<file path="config.mk">
export PLATFORM = sky130hd
export DESIGN_NAME = lut_mux_seq
export DESIGN_NICKNAME = d
export VERILOG_FILES = /design/src/rtl/lut_mux_seq.sv
export SDC_FILE = /design/constraint.sdc
export NUM_CORES = 1
export LEC_CHECK = 0
export CAP_MARGIN = 15
export CORE_MARGIN = 3
export CORE_UTILIZATION = 46
export CTS_CLUSTER_SIZE = 20
export DETAILED_ROUTE_END_ITERATION = 8
export PLACE_DENSITY_LB_ADDON = 0.1
export SYNTH_ARGS = -nofsm -noshare
export SYNTH_HDL_FRONTEND = slang
export SYNTH_SLANG_ARGS = --single-unit
</file>
<file path="constraint.sdc">
create_clock -name clk -period 1.6 [get_ports clk]
set_clock_uncertainty 0.2 [all_clocks]
set_input_delay 0.24 -clock clk [delete_from_list [all_inputs] [get_ports clk]]
set_output_delay 0.24 -clock clk [all_outputs]
set_load 0.005 [all_outputs]
</file>
<file path="src/rtl/lut_mux_seq.sv">
// lut_mux_seq -- registered, reprogrammable logic function built from a
// mux with a residual variable, plus a sweep mode that walks every input
// code and captures the resulting truth table.
//
// The upper select bits pick one of NL = 2^(SEL_W-1) leaves. Each leaf
// holds a 2-bit code: 00 -> 0, 01 -> 1, 10 -> x[0], 11 -> ~x[0].
//
// Ports:
//   clk          single clock, rising edge
//   rst_n        synchronous active-low reset
//   x            direct-mode input variables (x[SEL_W-1:1] = leaf select)
//   cfg_we       leaf-code write enable (honoured in IDLE only)
//   cfg_addr     leaf index to write
//   cfg_code     leaf code to write
//   start        sweep request, level-sampled
//   y            registered function output
//   sweep_x      input code that produced y during a sweep
//   sweep_valid  y / sweep_x carry a sweep sample
//   busy         sweep in progress
//   done         one-cycle pulse at sweep completion
//   tt           captured truth table, tt[k] = f(k)
module lut_mux_seq #(
    parameter int SEL_W = 3
) (
    input  logic                   clk,
    input  logic                   rst_n,
    input  logic [SEL_W-1:0]       x,
    input  logic                   cfg_we,
    input  logic [SEL_W-2:0]       cfg_addr,
    input  logic [1:0]             cfg_code,
    input  logic                   start,
    output logic                   y,
    output logic [SEL_W-1:0]       sweep_x,
    output logic                   sweep_valid,
    output logic                   busy,
    output logic                   done,
    output logic [(2**SEL_W)-1:0]  tt
);

    localparam int NL = 2 ** (SEL_W - 1);
    localparam int N  = 2 ** SEL_W;
    localparam logic [SEL_W-1:0] CNT_LAST = SEL_W'(N - 1);

    typedef enum logic [1:0] {
        IDLE  = 2'd0,
        SWEEP = 2'd1,
        DONE  = 2'd2
    } state_t;

    state_t           state;
    state_t           state_nx;
    logic [1:0]       code [NL];
    logic [SEL_W-1:0] cnt;
    logic             f_x;
    logic             f_cnt;

    // Resolve one leaf code against the residual variable.
    function automatic logic leaf_decode(input logic [1:0] c, input logic v0);
        logic r;
        case (c)
            2'b00:   r = 1'b0;
            2'b01:   r = 1'b1;
            2'b10:   r = v0;
            default: r = ~v0;
        endcase
        return r;
    endfunction

    // Two evaluation ports into the same leaf table: one for the external
    // inputs, one for the sweep counter.
    assign f_x   = leaf_decode(code[x[SEL_W-1:1]], x[0]);
    assign f_cnt = leaf_decode(code[cnt[SEL_W-1:1]], cnt[0]);

    always_ff @(posedge clk) begin
        if (!rst_n) begin
            state <= IDLE;
        end else begin
            state <= state_nx;
        end
    end

    // DONE re-arms straight into SWEEP when start is still high, so that
    // back-to-back sweeps leave only a one-cycle hole in sweep_valid.
    always_comb begin
        state_nx = state;
        case (state)
            IDLE:    if (start) state_nx = SWEEP;
            SWEEP:   if (cnt == CNT_LAST) state_nx = DONE;
            DONE:    state_nx = start ? SWEEP : IDLE;
            default: state_nx = IDLE;
        endcase
    end

    always_ff @(posedge clk) begin
        if (!rst_n) begin
            for (int i = 0; i < NL; i++) begin
                code[i] <= 2'b00;
            end
            cnt         <= '0;
            y           <= 1'b0;
            sweep_x     <= '0;
            sweep_valid <= 1'b0;
            busy        <= 1'b0;
            done        <= 1'b0;
            tt          <= '0;
        end else begin
            done <= 1'b0;
            case (state)
                IDLE: begin
                    // A write coinciding with start lands now, before the
                    // first sweep evaluation on the following edge.
                    if (cfg_we) begin
                        code[cfg_addr] <= cfg_code;
                    end
                    y <= f_x;
                    if (start) begin
                        cnt  <= '0;
                        busy <= 1'b1;
                    end
                end
                SWEEP: begin
                    y           <= f_cnt;
                    sweep_x     <= cnt;
                    sweep_valid <= 1'b1;
                    tt[cnt]     <= f_cnt;
                    cnt         <= cnt + 1'b1;
                end
                DONE: begin
                    sweep_valid <= 1'b0;
                    done        <= 1'b1;
                    y           <= f_x;
                    busy        <= start;
                    cnt         <= '0;
                end
                default: begin
                    busy <= 1'b0;
                end
            endcase
        end
    end

endmodule

</file>
* Yosys cells after proc, flatten, opt, wreduce, memory -nomap -nowiden
Memory sizes are Yosys's and may differ from the RTL's. A register that Yosys moved wholly into a read port is not among the register bits. Index checks and enable logic that the tools add are counted.
Word-level totals: bits in registers 20, RAM bits 8, input bits 11, output and inout bits 15, word-level logic and storage cells 62, memories 1
Memories:
- code | words 4, width 2, read ports 2, clocked after Yosys merged registers in 1, write ports 4, RTL line 52 | logic [1:0] code [NL];
Operators by class: $add $sub $neg 1, $lt $le $gt $ge 2, equality and inequality tests 9, multiplexer cells 26, bitwise logic cells 3, reduce and logical (&&, ||, !) cells 12
Operator list (number):
- $mux 2 | 6
- $mux 1 | 10
- $pmux 1 s3 | 3
- $pmux 3 s3 | 1
- $bwmux 8 | 1
- $eq 2x1->1 const B | 3
- $eq 2x2->1 const B | 3
- $logic_not 2->1 | 3
- $pmux 2 s3 | 1
- $reduce_and 2->1 | 3
- $lt 3x4->1 const B | 1
- $ne 2x2->1 const B | 2
- $pmux 1 s2 | 2
- $reduce_bool 2->1 | 2
- $reduce_or 2->1 | 2
- $add 3x1->3 const B | 1
- $demux 1 s3 | 1
- $eq 3x3->1 const B | 1
- $ge 3x1->1 const B | 1
- $mux 3 | 1
- $not 1->1 | 3
- $reduce_bool 3->1 | 1
- $logic_and 1x1->1 | 1

* Logic depth before layout (Yosys ltp)
depth after elaboration 6, mapped depth 7, gate-level depth less buffers 6

* Worst setup path before layout
Ideal clock, no wire load.
path type flip-flop to flip-flop, from register with a tool-made name, to register tt[0], library setup time 0.137 ns, data arrival time 1.347 ns, required time 1.263 ns, path slack -0.084 ns, stages on the path, launching flop included 5, buffers on the path 0, period minus slack after synthesis 1.684 ns, cells stage by stage dfxtp_1 > mux4_2 > nand2_2 > xor2_4 > a311oi_2
RTL lines:
- end signal, assigned by index | RTL line 125 | tt[cnt] <= f_cnt;
- end, declared | RTL line 37 | output logic [(2**SEL_W)-1:0] tt

==> impl_metrics.toml <==
[sta]
report.final.hold_viol_count = 0
finalSetupViolCount = 9
setup_tns_ps = -1120
fmax_mhz = 573
maxSlewViolCount = 0
fin_crit_sh_pct = 109
finalCriticalPeriod_ps = 1750
hold_ws_ps = 275
rsz0062_at_grt = "true"
maxSlewHeadroom_pct = 80.1
tightest_slew_ps = 298
final.setup.worst_slack_ps = -146

[synthesis]
synth_compound_area_share_pct = 13.6
synth_top_cells_by_count = "nor2_1 (27), dfxtp_1 (22), nand2_1 (12)"
synth_top_family_by_area = "simple AND/OR/NAND/NOR gates"
yosysTopAreaCellShare_pct = 32.0
synthAdderAreaFrac_pct = 5.46
ys_warn_count = 0
ys_types = 30
ys_ff_latch = 30
synth_xor_area_share_pct = 2.64
yosys.area_share.simple_pct = 18.7
syn_nets = 153
syn_avg_cell_area_sq_um = 10.1
synth_edf_count = 8
synth-async-reset-ratio_pct = 0
synth_most_common_cell = "nor2_1"
synth_ff_type = "dfxtp_1"
yosysTopAreaCell = "dfxtp_1"
synthMuxAreaShare_pct = 8.01
netlist_area_sq_mm = 0.00138
synth_seq_area_share_pct = 49.5
synth_cells = 136
synth_area_leaders = "dfxtp_1 (32%), edfxtp_1 (17%), nor2_1 (7.4%)"

[setup_path]
arrival_ps = 1780
cp.required_ps = 1630
cp.buffers_inverters = 0
slowest_delay_ps = 580
criticalPathCategory = "reg -> reg"
crit_chain = "mux4_2 > xor2_4 > a211oi_1"
cp-start-kind = "flip-flop"
critPathSlowestCell = "mux4_2"
endpoint_kind = "flip-flop"
crit_fanout = 5
crit_family = "multiplexers"

[finish]
layout-drive-gt1-share_pct = 35.1
areaGrowthSynthToFinish_pct = 48.0
diodes = 0
stdcell_count = 225
fin_nets = 210
final_util_pct = 72.5
finish.instance_area_sq_mm = 0.00203

[drt]
routedWlPerCell_um = 14.1
drtAntennaViolNets = 0
via_count = 1211
drc_errors = 0
finalWirelength_mm = 3.17
via_per_inst = 5.38
drt_pass1_iterations = 4
drtIter0Drc = 54

[cts]
htreeDepth = 2
clock_latency_ps = 330
hold_buffers = 0
clkTransAtPathRegs_ps = 90
numClockSinks = 30
cts_buffer_depth = 2
cts_buffers = 5
tritoncts = "yes"
cts-root-buf = "clkbuf_4"

[die]
core_sq_mm = 0.00281
die_h_um = 60.7
fp-row-count = 19
start_util_pct = 49.0
num_io_pins = 26
die_area_sq_mm = 0.00368
dieWidth_um = 60.7

[outcome]
status = "finished with violations"
violations = "setup timing"

[global_routing]
grt_max_degree = 18
grt_pass1_wl_mm = 5.37
grt_usage_pct = 20.0
antenna_found_initial = 0
grt_pass1_vias = 1225
grt_overflow = 0

[place]
hpwl_mm = 2.35
place_ws_ps = -420
placed_cells = 209
gp_congestion = 0.783
io_buffers = 25
placed_cell_area_sq_mm = 0.00181

[power]
total_power_mw = 1.51
power_density_mw_per_mm2 = 744
leakage_nw = 0.892
ir_drop_uv = 395

[run]
maxCapViolCount = 0

[hold_path]
worst_hold_path_type = "reg -> reg"
[where the power goes]
part / switching (mW) / total, mW / internal (mW)
combinational: 0.126 / 0.273 / 0.148
sequential: 0.0154 / 0.824 / 0.809
clock: 0.241 / 0.416 / 0.175
total: 0.382 / 1.51 / 1.13
[layout make-up]
class	instances	area, sq um
Multi-Input combinational cell	100	781
Fill cell	201	771
Sequential cell	30	694
Timing Repair Buffer	52	457
Clock buffer	8	48.8
Tap cell	31	38.8
Inverter	4	15.0
[sequential cells by signal (all words and copies together), names as in the netlist, named ones only]
signal and count:
tt 8, done 1, state 2, busy 1, code 8, sweep_x 3
y 1, sweep_valid 1, cnt 3
[what timing repair did]
action	CTS	global route
pin swaps	3	4
buffers inserted	5	2
cloned	1	0
gates resized for setup	26	22
endpoints found under the setup margin	33	29
[path summary, 6_finish.rpt]
path / from / endpoint / slack, ps / depth (start not counted)
max: code[2][0]$_SDFFCE_PN0P_ / tt[2]$_SDFFE_PN0P_ / -150 / 3
min: sweep_x[0]$_SDFFE_PN0P_ / sweep_x[0]$_SDFFE_PN0P_ / 280 / 2
max reg2reg: code[2][0]$_SDFFCE_PN0P_ / tt[2]$_SDFFE_PN0P_ / -150 / 3
min reg2reg: sweep_x[0]$_SDFFE_PN0P_ / sweep_x[0]$_SDFFE_PN0P_ / 280 / 2
[kinds of logic (layout without fill, tap and decap cells)]
| family | count (synthesis) | count (layout) |
|---|---|---|
| multiplexers | 6 | 6 |
| AND/OR/NAND/NOR | 57 | 57 |
| flip-flops | 30 | 30 |
| AO/OA/AOI/OAI | 28 | 28 |
| XOR/XNOR | 2 | 3 |
| adder cells (fa/ha/maj) | 6 | 6 |
| buffers and inverters | 7 | 64 |
[worst register-to-register path, cell delays in order (launching register included)]
cell and delay, ps:
edfxtp_1 420, mux4_2 580, xor2_4 210, a211oi_1 250
[cell usage in the layout (no fill, tap or decap), types with 3 or more instances in the layout]
master	count
nor2_1	26
clkbuf_4	5
nand3_1	3
edfxtp_1	8
a21oi_1	5
buf_4	26
a211oi_1	6
a21oi_2	3
nand2_1	12
o21ai_0	7
clkbuf_1	3
dlygate4sd2_1	10
ha_4	3
mux4_2	4
clkdlybuf4s50_1	10
nand2b_1	5
dfxtp_2	11
dfxtp_1	11
dlymetal6s2s_1	5
[layer usage]
metal / vias to the layer above / track usage [%] / part of all wire [%]
met5: - / 0 / 0
met4: 0 / 10.2 / 1.3
met3: 7 / 5.32 / 5.1
met2: 26 / 35.0 / 52
met1: 581 / 22.3 / 41
li1: 597 / - / -
(Power assumes the default switching activity.)
==> RTL change (same flow settings) <==
Encoding of `state_t`: now one-hot (3 bits for 3 states).
--- a/src/rtl/lut_mux_seq.sv
+++ b/src/rtl/lut_mux_seq.sv
@@ -43,6 +43,6 @@
 
-    typedef enum logic [1:0] {
-        IDLE  = 2'd0,
-        SWEEP = 2'd1,
-        DONE  = 2'd2
+    typedef enum logic [2:0] {
+        IDLE  = 3'b001,
+        SWEEP = 3'b010,
+        DONE  = 3'b100
     } state_t;
Function: no difference found for any inputs over 10 cycles, from zero or initial values and one cycle with rst_n low; not proved beyond that.
==> RTL change against the original RTL <==
  * The flow still finishes with violations (setup timing)
  * Area after synthesis is 6.6% higher
  * Power is 0.93% higher
  * Global-route usage is 1.8 points lower
  * Sequential cell count is 1 higher
  * Sequential share of layout area is 1.7 points higher
  * Routed wire length is 0.47% lower
  * Design area is 0.86% lower
  * Worst setup slack worse by 0.082 ns
  * Cell count is 2.2% higher
  * Worst hold slack worse by 0.021 ns
  * Combinational power is 24% lower
  * Fmax is 4.5% lower
  * Critical endpoint is now tt[7]
==> RTL change: results (changes against the original RTL) <==
[worst_setup_path]
r2r-end=tt[7]
critPathArrivalTime_ns=1.85  ; +0.07 ns
crit_path_max_fanout=4  ; -1
r2r_setup_slack_ns=-0.23  ; -0.08 ns
r2r_cells=4  ; +1
r2r-start=code[3][1]

[placed_design]
dpl.hpwl_mm=2.414  ; +2.8%
placed_area_um2=1891  ; +4.6%
preCtsSetupSlack_ns=-0.3891  ; +0.03112 ns
gp_congestion=0.8047  ; +2.7%
dp.cells=220  ; +5.3%

[synthesis]
yosysSeqAreaShare_pct=47.82  ; -1.7 points
avgSynthCellArea_um2=10.32  ; +2.0%
synth.area.top_cells=dfxtp_1, edfxtp_1, nor2_1
synth_common_cells=dfxtp_1, nor2_1, nand2_1
ys_seq_elements=31  ; +3.3%
synth_compound_area_share_pct=11.96  ; -1.6 points
synth.distinct_cells=42  ; +40%
synth_xor_xnor_area_share_pct=2.904  ; +0.26 points
syn-num-nets=155  ; +1.3%
yosys-mux-area-fraction_pct=9.137  ; +1.1 points
synth_fa_ha_area_share_pct=1.708  ; -3.8 points

[clocking]
clkLatencyLatePin_ns=0.33  ; about the same
htree_num_levels=2  ; unchanged
cts_buffers=5  ; unchanged

[sta]
hold_viol_final=0  ; unchanged
finalSetupViolCount=6  ; -3
max_slew_margin_pct=82.31  ; +2.2 points
hold_ws_ns=0.2544  ; -0.02105 ns
fin_tns_setup_ns=-1.057  ; +0.05896 ns
worst_slack_ns=-0.2277  ; -0.08196 ns

[status]
status=finished with violations
violations=setup timing

[grt]
grt_first_pass_wirelength_mm=5.430  ; +1.2%
grt_util_all_layers_pct=18.18  ; -1.8 points
antenna_found_initial=0  ; unchanged
grt_max_degree=13  ; -5

[detailed_routing]
post_drt_via_cell_ratio=5.230  ; -2.8%
drt_iter0_drc=56  ; +3.7%
vias=1203  ; -0.66%
wire_per_inst_um=13.70  ; -2.6%

[pwr]
ir_drop_uv=514.2  ; +30%
power_leakage_nw=0.8751  ; -1.9%

[layout]
finalNetCount=200  ; -4.8%
drive_gt1_share_pct=32.98  ; -2.1 points

[run]
drv_cap=0  ; unchanged

RTL change: changes by cell type after synthesis, moves of 3 or more:
cell and delta:
nor3_1 +6, o21ai_0 -3, nor2_1 -8, ha_1 -4, nor2b_1 -3, o221a_1 +3, a211oi_1 -7, and3_1 +3
RTL change: repair_timing:
item / 4_1_cts / 5_1_grt
buffers inserted: 1 / 3
pin swaps: 1 / 6
setup endpoints to repair: 25 / 23
gates resized for setup: 26 / 12
RTL change: how the worst max path moves through the flow:
stage,from,cells past startpoint,slack (ns),end
floorplan,code[3][0],4,-0.12,tt[1]
global placement,x[1],5,-0.35,y
detailed placement,x[1],5,-0.39,y
CTS,code[3][1],4,-0.22,tt[5]
global route,code[3][1],4,-0.28,tt[1]
finish,code[3][1],4,-0.23,tt[7]
RTL change: worst max-delay path: stages, from the launching register on:
cell      delay (ns)
edfxtp_1        0.43
mux4_2          0.53
xnor2_2         0.17
nand3_2         0.12
o221a_1         0.27
RTL change: cell families after synthesis:
logic type      Yosys count
compound gates           25
xor+xnor                  4
fa+ha+maj                 2
buf+inv                  13
flops                    31
mux                       8
simple gates             59
RTL change: where the power goes:
group | switching [mW] | internal [mW] | total, mW
clock | 0.267 | 0.213 | 0.480
sequential | 0.0149 | 0.826 | 0.841
combinational | 0.0940 | 0.113 | 0.207
RTL change: layout make-up:
cell class                 instances  area [um^2]
fill                             244        883.3
inverter                           6        22.52
multi-input combinational         98        765.7
timing repair buffer              45        394.1
clock buffer                       7        55.05
sequential                        31        721.9
tap                               42        52.55
clock inverter                     1        5.005
RTL change: routing by layer:
layer / wire length (um) / GRT usage (%)
met5: 0 / 0
met4: 51 / 9.091
met3: 160 / 4.676
met2: 1645 / 31.82
met1: 1293 / 20.32
